$ cat src/rtl/mem_stage_ctrl.sv
// mem_stage_ctrl
// Memory-stage controller for a pipelined CPU. It issues data-cache requests
// for the instruction held in the EX/MEM latch, stalls the front of the
// pipeline while a request is outstanding, drives the MEM/WB latch controls,
// and latches a sticky halt.
//
// Ports
//   CLK, RST          clock, asynchronous active-high reset
//   exmem_valid       EX/MEM latch holds a real instruction (0 = bubble)
//   MemRead_in        decoded load control
//   MemWrite_in       decoded store control
//   Halt_in           decoded halt control
//   aluOutport_in     effective address / ALU result
//   storeData_in      store data (rt)
//   dhit, dmemload    cache completion strobe and read data
//   dmemREN, dmemWEN  cache read / write request
//   dmemaddr          cache request address
//   dmemstore         cache store data
//   memwb_writeEN     MEM/WB latch enable
//   memwb_flush       load a nop into MEM/WB
//   memwb_dmemload    load data presented to MEM/WB
//   stall_mem         freeze IF/ID/EX and the EX/MEM latch
//   halt_o            sticky halt
//   mem_stall_cnt     saturating count of cycles spent waiting on the cache
module mem_stage_ctrl (
    input  logic        CLK,
    input  logic        RST,
    input  logic        exmem_valid,
    input  logic        MemRead_in,
    input  logic        MemWrite_in,
    input  logic        Halt_in,
    input  logic [31:0] aluOutport_in,
    input  logic [31:0] storeData_in,
    input  logic        dhit,
    input  logic [31:0] dmemload,
    output logic        dmemREN,
    output logic        dmemWEN,
    output logic [31:0] dmemaddr,
    output logic [31:0] dmemstore,
    output logic        memwb_writeEN,
    output logic        memwb_flush,
    output logic [31:0] memwb_dmemload,
    output logic        stall_mem,
    output logic        halt_o,
    output logic [15:0] mem_stall_cnt
);

    typedef enum logic [1:0] {
        IDLE   = 2'd0,
        WAIT   = 2'd1,
        HALTED = 2'd2
    } state_t;

    state_t      state;
    state_t      cur_state;
    state_t      next_state;
    logic [31:0] load_q;
    logic        valid_eff;
    logic        mem_op;
    logic        load_done;

    always_comb begin
        // While reset is held the block behaves as IDLE with a bubble in
        // EX/MEM, so any outstanding request is dropped without waiting for
        // the registers to settle.
        cur_state      = RST ? IDLE : state;
        valid_eff      = exmem_valid & ~RST;
        mem_op         = valid_eff & (MemRead_in | MemWrite_in);
        next_state     = cur_state;
        dmemREN        = 1'b0;
        dmemWEN        = 1'b0;
        dmemaddr       = 32'd0;
        dmemstore      = 32'd0;
        memwb_writeEN  = 1'b0;
        memwb_flush    = 1'b0;
        stall_mem      = 1'b0;

        case (cur_state)
            IDLE: begin
                if (!valid_eff) begin
                    memwb_flush   = 1'b1;
                    memwb_writeEN = 1'b1;
                end else if (Halt_in) begin
                    // Halt outranks a memory op: the instruction retires
                    // without ever touching the cache.
                    memwb_writeEN = 1'b1;
                    next_state    = HALTED;
                end else if (mem_op) begin
                    dmemREN   = MemRead_in & ~MemWrite_in;
                    dmemWEN   = MemWrite_in;
                    dmemaddr  = aluOutport_in;
                    dmemstore = storeData_in;
                    if (dhit) begin
                        memwb_writeEN = 1'b1;
                    end else begin
                        stall_mem  = 1'b1;
                        next_state = WAIT;
                    end
                end else begin
                    memwb_writeEN = 1'b1;
                end
            end
            WAIT: begin
                // EX/MEM is frozen by stall_mem, so its inputs still describe
                // the outstanding request.
                dmemREN   = MemRead_in & ~MemWrite_in;
                dmemWEN   = MemWrite_in;
                dmemaddr  = aluOutport_in;
                dmemstore = storeData_in;
                if (dhit) begin
                    memwb_writeEN = 1'b1;
                    next_state    = IDLE;
                end else begin
                    stall_mem = 1'b1;
                end
            end
            HALTED: begin
                stall_mem = 1'b1;
            end
            default: begin
                next_state = IDLE;
            end
        endcase

        // Only a read completion carries fresh data; a store (including the
        // read+write case, where the write wins) leaves the last load visible.
        load_done      = dmemREN & dhit;
        memwb_dmemload = load_done ? dmemload : load_q;
    end

    always_ff @(posedge CLK or posedge RST) begin
        if (RST) begin
            state         <= IDLE;
            load_q        <= 32'd0;
            mem_stall_cnt <= 16'd0;
            halt_o        <= 1'b0;
        end else begin
            state <= next_state;
            if (load_done) begin
                load_q <= dmemload;
            end
            if (state == WAIT && mem_stall_cnt != 16'hFFFF) begin
                mem_stall_cnt <= mem_stall_cnt + 16'd1;
            end
            if (next_state == HALTED) begin
                halt_o <= 1'b1;
            end
        end
    end

endmodule

$ cat config.mk
export PLATFORM = sky130hd
export DESIGN_NAME = mem_stage_ctrl
export DESIGN_NICKNAME = d
export VERILOG_FILES = /design/src/rtl/mem_stage_ctrl.sv
export SDC_FILE = /design/constraint.sdc
export NUM_CORES = 1
export LEC_CHECK = 0
export BUFFER_PORTS_ARGS = -buffer_cell sky130_fd_sc_hd__buf_4
export CORE_UTILIZATION = 40
export DETAILED_ROUTE_END_ITERATION = 8
export GPL_TIMING_DRIVEN = 0
export HOLD_SLACK_MARGIN = 0.15
export PLACE_DENSITY = 0.82
export SKIP_LAST_GASP = 1
export SYNTH_ARGS = -nofsm -noshare
export SYNTH_HDL_FRONTEND = slang
export SYNTH_SLANG_ARGS = --single-unit
$ cat constraint.sdc
create_clock -name CLK -period 3.1 [get_ports CLK]
set_input_delay 0.31 -clock CLK [delete_from_list [all_inputs] [get_ports CLK]]
set_output_delay 0.31 -clock CLK [all_outputs]
set_load 0.03 [all_outputs]
=== Yosys cells after proc, flatten, opt, wreduce, memory -nomap -nowiden ===
Cells that the tools add are included.

* Input port bits: 103
* Word-level logic and storage cells: 55
* Bits in registers: 51
* Output and inout port bits: 118

* Equal/unequal tests: 5
* Muxes and demuxes: 36
* Add/subtract/negate cells: 1
* Bitwise gates (word level): 7
* Reduce and logical (&&, ||, !) cells: 2

{| class="wikitable"
|+ Operators with widths
! operator !! count
|-
| $mux 32 || 7
|-
| $pmux 32 s2 || 2
|-
| $add 16x1->16 const B || 1
|-
| $mux 1 || 16
|-
| $ne 16x16->1 const B || 1
|-
| $mux 2 || 6
|-
| $pmux 1 s2 || 3
|-
| $pmux 2 s3 || 1
|-
| $and 1x1->1 || 4
|-
| $eq 2x1->1 const B || 2
|-
| $eq 2x2->1 const B || 2
|-
| $pmux 1 s3 || 1
|-
| $logic_not 2->1 || 1
|-
| $not 1->1 || 2
|-
| $logic_and 1x1->1 || 1
|-
| $or 1x1->1 || 1
|}

=== Logic depth before layout (Yosys ltp) ===
* Depth after elaboration: 9
* Mapped depth: 6
* Depth with buffers taken out: 5

=== Worst setup path after synthesis ===
OpenSTA, ideal clock, no wires.

* Kind: input to output
* Start point: in RST
* End point: out dmemaddr[10]
* Path buffers: 2
* Data required time: 2790 ps
* Arrival: 2497 ps
* Path slack: 293 ps
* Stages: 5
* Cell sequence: inv_1 o211a_1 clkbuf_1 clkbuf_1 and2_1

* Cells in the longest elaborated chain, start to end: 7
* Elaborated cells between the ends (all ways): 10
* Classes of those cells: 1 x eq/ne; 5 x mux; 3 x bitwise; 1 x reduce/logical

{| class="wikitable"
|+ Ends and longest elaborated chain
! item !! line !! RTL
|-
| from (decl) || 27 || <nowiki>input logic RST,</nowiki>
|-
| $not 1->1 || 67 || <nowiki>valid_eff = exmem_valid & ~RST;</nowiki>
|-
| $and 1x1->1 || 67 ||
|-
| $and 1x1->1 || 68 || <nowiki>mem_op = valid_eff & (MemRead_in | MemWrite_in);</nowiki>
|-
| $mux 32 || 88 || <nowiki>end else if (mem_op) begin</nowiki>
|-
| $mux 32 || 83 || <nowiki>end else if (Halt_in) begin</nowiki>
|-
| $mux 32 || 80 || <nowiki>if (!valid_eff) begin</nowiki>
|-
| $pmux 32 s2 * || 78 || <nowiki>case (cur_state)</nowiki>
|-
| to (decl) || 38 || <nowiki>output logic [31:0] dmemaddr,</nowiki>
|}

Every way passes the cells marked *; elsewhere a longest branch is shown, timed or not.

=== Final worst setup path ===
* Start point: in RST
* End point: out dmemstore[27]

* Cells in the longest elaborated chain, start to end: 7
* Elaborated cells between the ends (all ways): 10
* Classes of those cells: 1 x eq/ne; 5 x mux; 3 x bitwise; 1 x reduce/logical

{| class="wikitable"
|+ Ends and longest elaborated chain
! item !! line !! RTL
|-
| $not 1->1 || 67 ||
|-
| $and 1x1->1 || 67 ||
|-
| $and 1x1->1 || 68 ||
|-
| $mux 32 || 88 ||
|-
| $mux 32 || 83 ||
|-
| $mux 32 || 80 ||
|-
| $pmux 32 s2 * || 78 ||
|-
| to (decl) || 39 || <nowiki>output logic [31:0] dmemstore,</nowiki>
|}

Marks and branches as above.

==> metrics.yaml <==
status: "completed"
hold_violations: 0
antenna_found_initial: 0
critical_path.max_stage_delay_ns: 0.56
post-route-util_pct: 71.6
grt_max_degree: 44
critPathCaptureType: "output port"
final.setup_skew_ns: 0.0108
postRouteAntennaNets: 0
drt_iter0_drc: 90
fill_cells: 480
place_congestion: 0.877
ys_ff_latch: 51
grt_pass1_wl_um: 12500
path_cells: "dlygate4sd3_1 -> buf_4 -> inv_2 -> buf_12 -> o211a_1 -> clkbuf_1 -> clkbuf_1 -> and2_1 -> buf_4"
fp-row-count: 29
syn_nets: 343
drt-vias-per-instance: 4.85
grt_pass1_vias: 2637
crit_slowest_cell: "dlygate4sd3_1"
tns_ns: 0
grt_remaining_overflow: 0
multiInputGateArea_um2: 1410
clkTransAtPathRegs_ns: 0.09
num_vias: 2653
cp.arrival_ns: 2.51
clockBufferDepth: 2
drt_wl_total_um: 8150
required_ns: 2.79
cts_root_buffer: "clkbuf_8"
period_share_pct: 90.9
firstDrtPassIters: 4
hold_path_class: "in -> reg"
syn_area_per_cell_um2: 11.6
slew_headroom_pct: 61.8
start_util_pct: 42.5
ios: 221
cts_tree: "yes"
cap_violations: 0
vdd_drop_max_mv: 0.245
critical-path-top-delay-family: "buffers and inverters"
ctsResizeCount: 0
ys_seq_area_share_pct: 46.0
min_period_ns: 2.82
finalSetupViolCount: 0
diodes: 0
whs_ns: 0.193
yosysUniqueCellTypes: 38
drc: 0
netlist_area_um2: 2770
p_per_area_nw_per_um2: 470
rsz0062_at_grt: "no"
cts_htree_levels: 2
final-seq-area_um2: 1280
fmax_mhz: 355
die_w_um: 85.3
die_area_um2: 7270
post_drt_wl_per_cell_um: 14.9
insertion_delay_ns: 0.30
hpwl_um: 6740
io_buffers: 220
setup_ws_ns: 0.282
async_flop_share_pct: 100
cp_max_fo: 43
critPathKind: "in -> out"
synth_edf_count: 0
cp_num_buf_inv: 7
die_h_um: 85.3
final_layout_size_suffix_gt1_share_pct: 58.1
yosysWarnings: 0
area_delta_synth_final_pct: 68.6
finalMaxSlewViolations: 0
clock_sink_count: 51
worstMarginPinSlew_ns: 0.571
cts_buffers: 5
pre_cts_slack_ns: 0.526
synth_cells: 239
core_area_um2: 6530
cp-start-kind: "primary input"
grt_use_total_pct: 21.8
synth-main-ff-cell: "dfrtp_1"
leakage_uw: 0.00255
layout.nets: 573
## per-layer routing
layer	vias to the layer above	part of all wire, %	track usage [%]
met4	0	1.9	6.97
met2	139	54	41.9
met1	1230	37	23.5
met5	-	0	0
li1	1272	-	-
met3	12	7.5	5.16
## cell type report
type                            count  area share [%]
Tap cell                           77            2.06
Sequential cell                    51            27.3
Clock inverter                      3           0.990
Inverter                            5           0.401
Multi-Input combinational cell    172            30.2
Buffer                             11            1.36
Clock buffer                        5            1.47
Timing Repair Buffer              223            36.2
## through the flow
stage / instance area [um2] / instances / total power, uW
2_1_floorplan: 2770 / 239 / 1370
3_3_place_gp: 4520 / 536 / 1720
3_5_place_dp: 4540 / 537 / 1740
4_1_cts: 4680 / 547 / 2220
5_1_grt: 4680 / 547 / 2290
6_report: 4680 / 547 / 2200
## final timing paths
check                                   end  slack (ns)              from  depth (start not counted)
setup / recovery              dmemstore[27]        0.28               RST                          9
hold / removal                     state[0]        0.19              dhit                          2
setup reg to reg           mem_stall_cnt[1]        1.11  mem_stall_cnt[0]                          5
hold reg to reg                      halt_o        0.48            halt_o                          1
max in group asynchronous  mem_stall_cnt[9]        1.46               RST                          4
min in group asynchronous        load_q[29]        0.66               RST                          4
## placed cells by master, fill, tap and decap left out, drive strengths merged, types with 3 or more instances in the layout
cell type and count:
buf 224, and2 64, dfrtp 51, mux2 33, clkbuf 13, xnor2 8
nand4 7, nand3 7, nand2 7, a21oi 6, nor2 6, inv 6
xor2 5, a211oi 3, nor4 3
## repair_timing
action | CTS | global route
endpoints found under the setup margin | 0 | 0
hold endpoints to repair | 12 | 0
buffers inserted | 0 | 0
hold buffers | 2 | 0
## where the power goes
part | internal, uW | leakage (uW) | switching, uW
combinational | 412 | 0.00184 | 472
sequential | 776 | 0.000664 | 69.3
clock | 243 | 0.0000548 | 227
total | 1430 | 0.00255 | 768
## cell usage after synthesis, drive strengths merged (3+ instances only)
cell type,instances,area share [%]
clkbuf,8,1.1
nand2,7,1.0
and2,64,14
a21oi,6,1.1
a211oi,3,0.81
buf,3,1.2
nand3,7,1.3
inv,5,0.68
nor2,6,0.81
mux2,33,17
nand4,7,1.6
dfrtp,51,46
xor2,5,1.6
nor4,3,1.2
xnor2,8,2.5
## registers in the layout, summed over array words and instances, names as in the netlist
signal and count:
load_q 32, mem_stall_cnt 16, state 2, halt_o 1
## logic make-up (layout without fill, tap and decap cells)
logic type,count (synthesis),count (layout),synth area share [%]
AND/OR/NAND/NOR,106,106,23.5
flip-flops,51,51,46.0
multiplexers,33,33,17.5
AO/OA/AOI/OAI,19,19,5.46
buffers and inverters,16,247,2.98
XOR/XNOR,13,13,4.11
adder cells (fa/ha/maj),1,1,0.451
No activity file was read; power rests on OpenSTA's default activity.
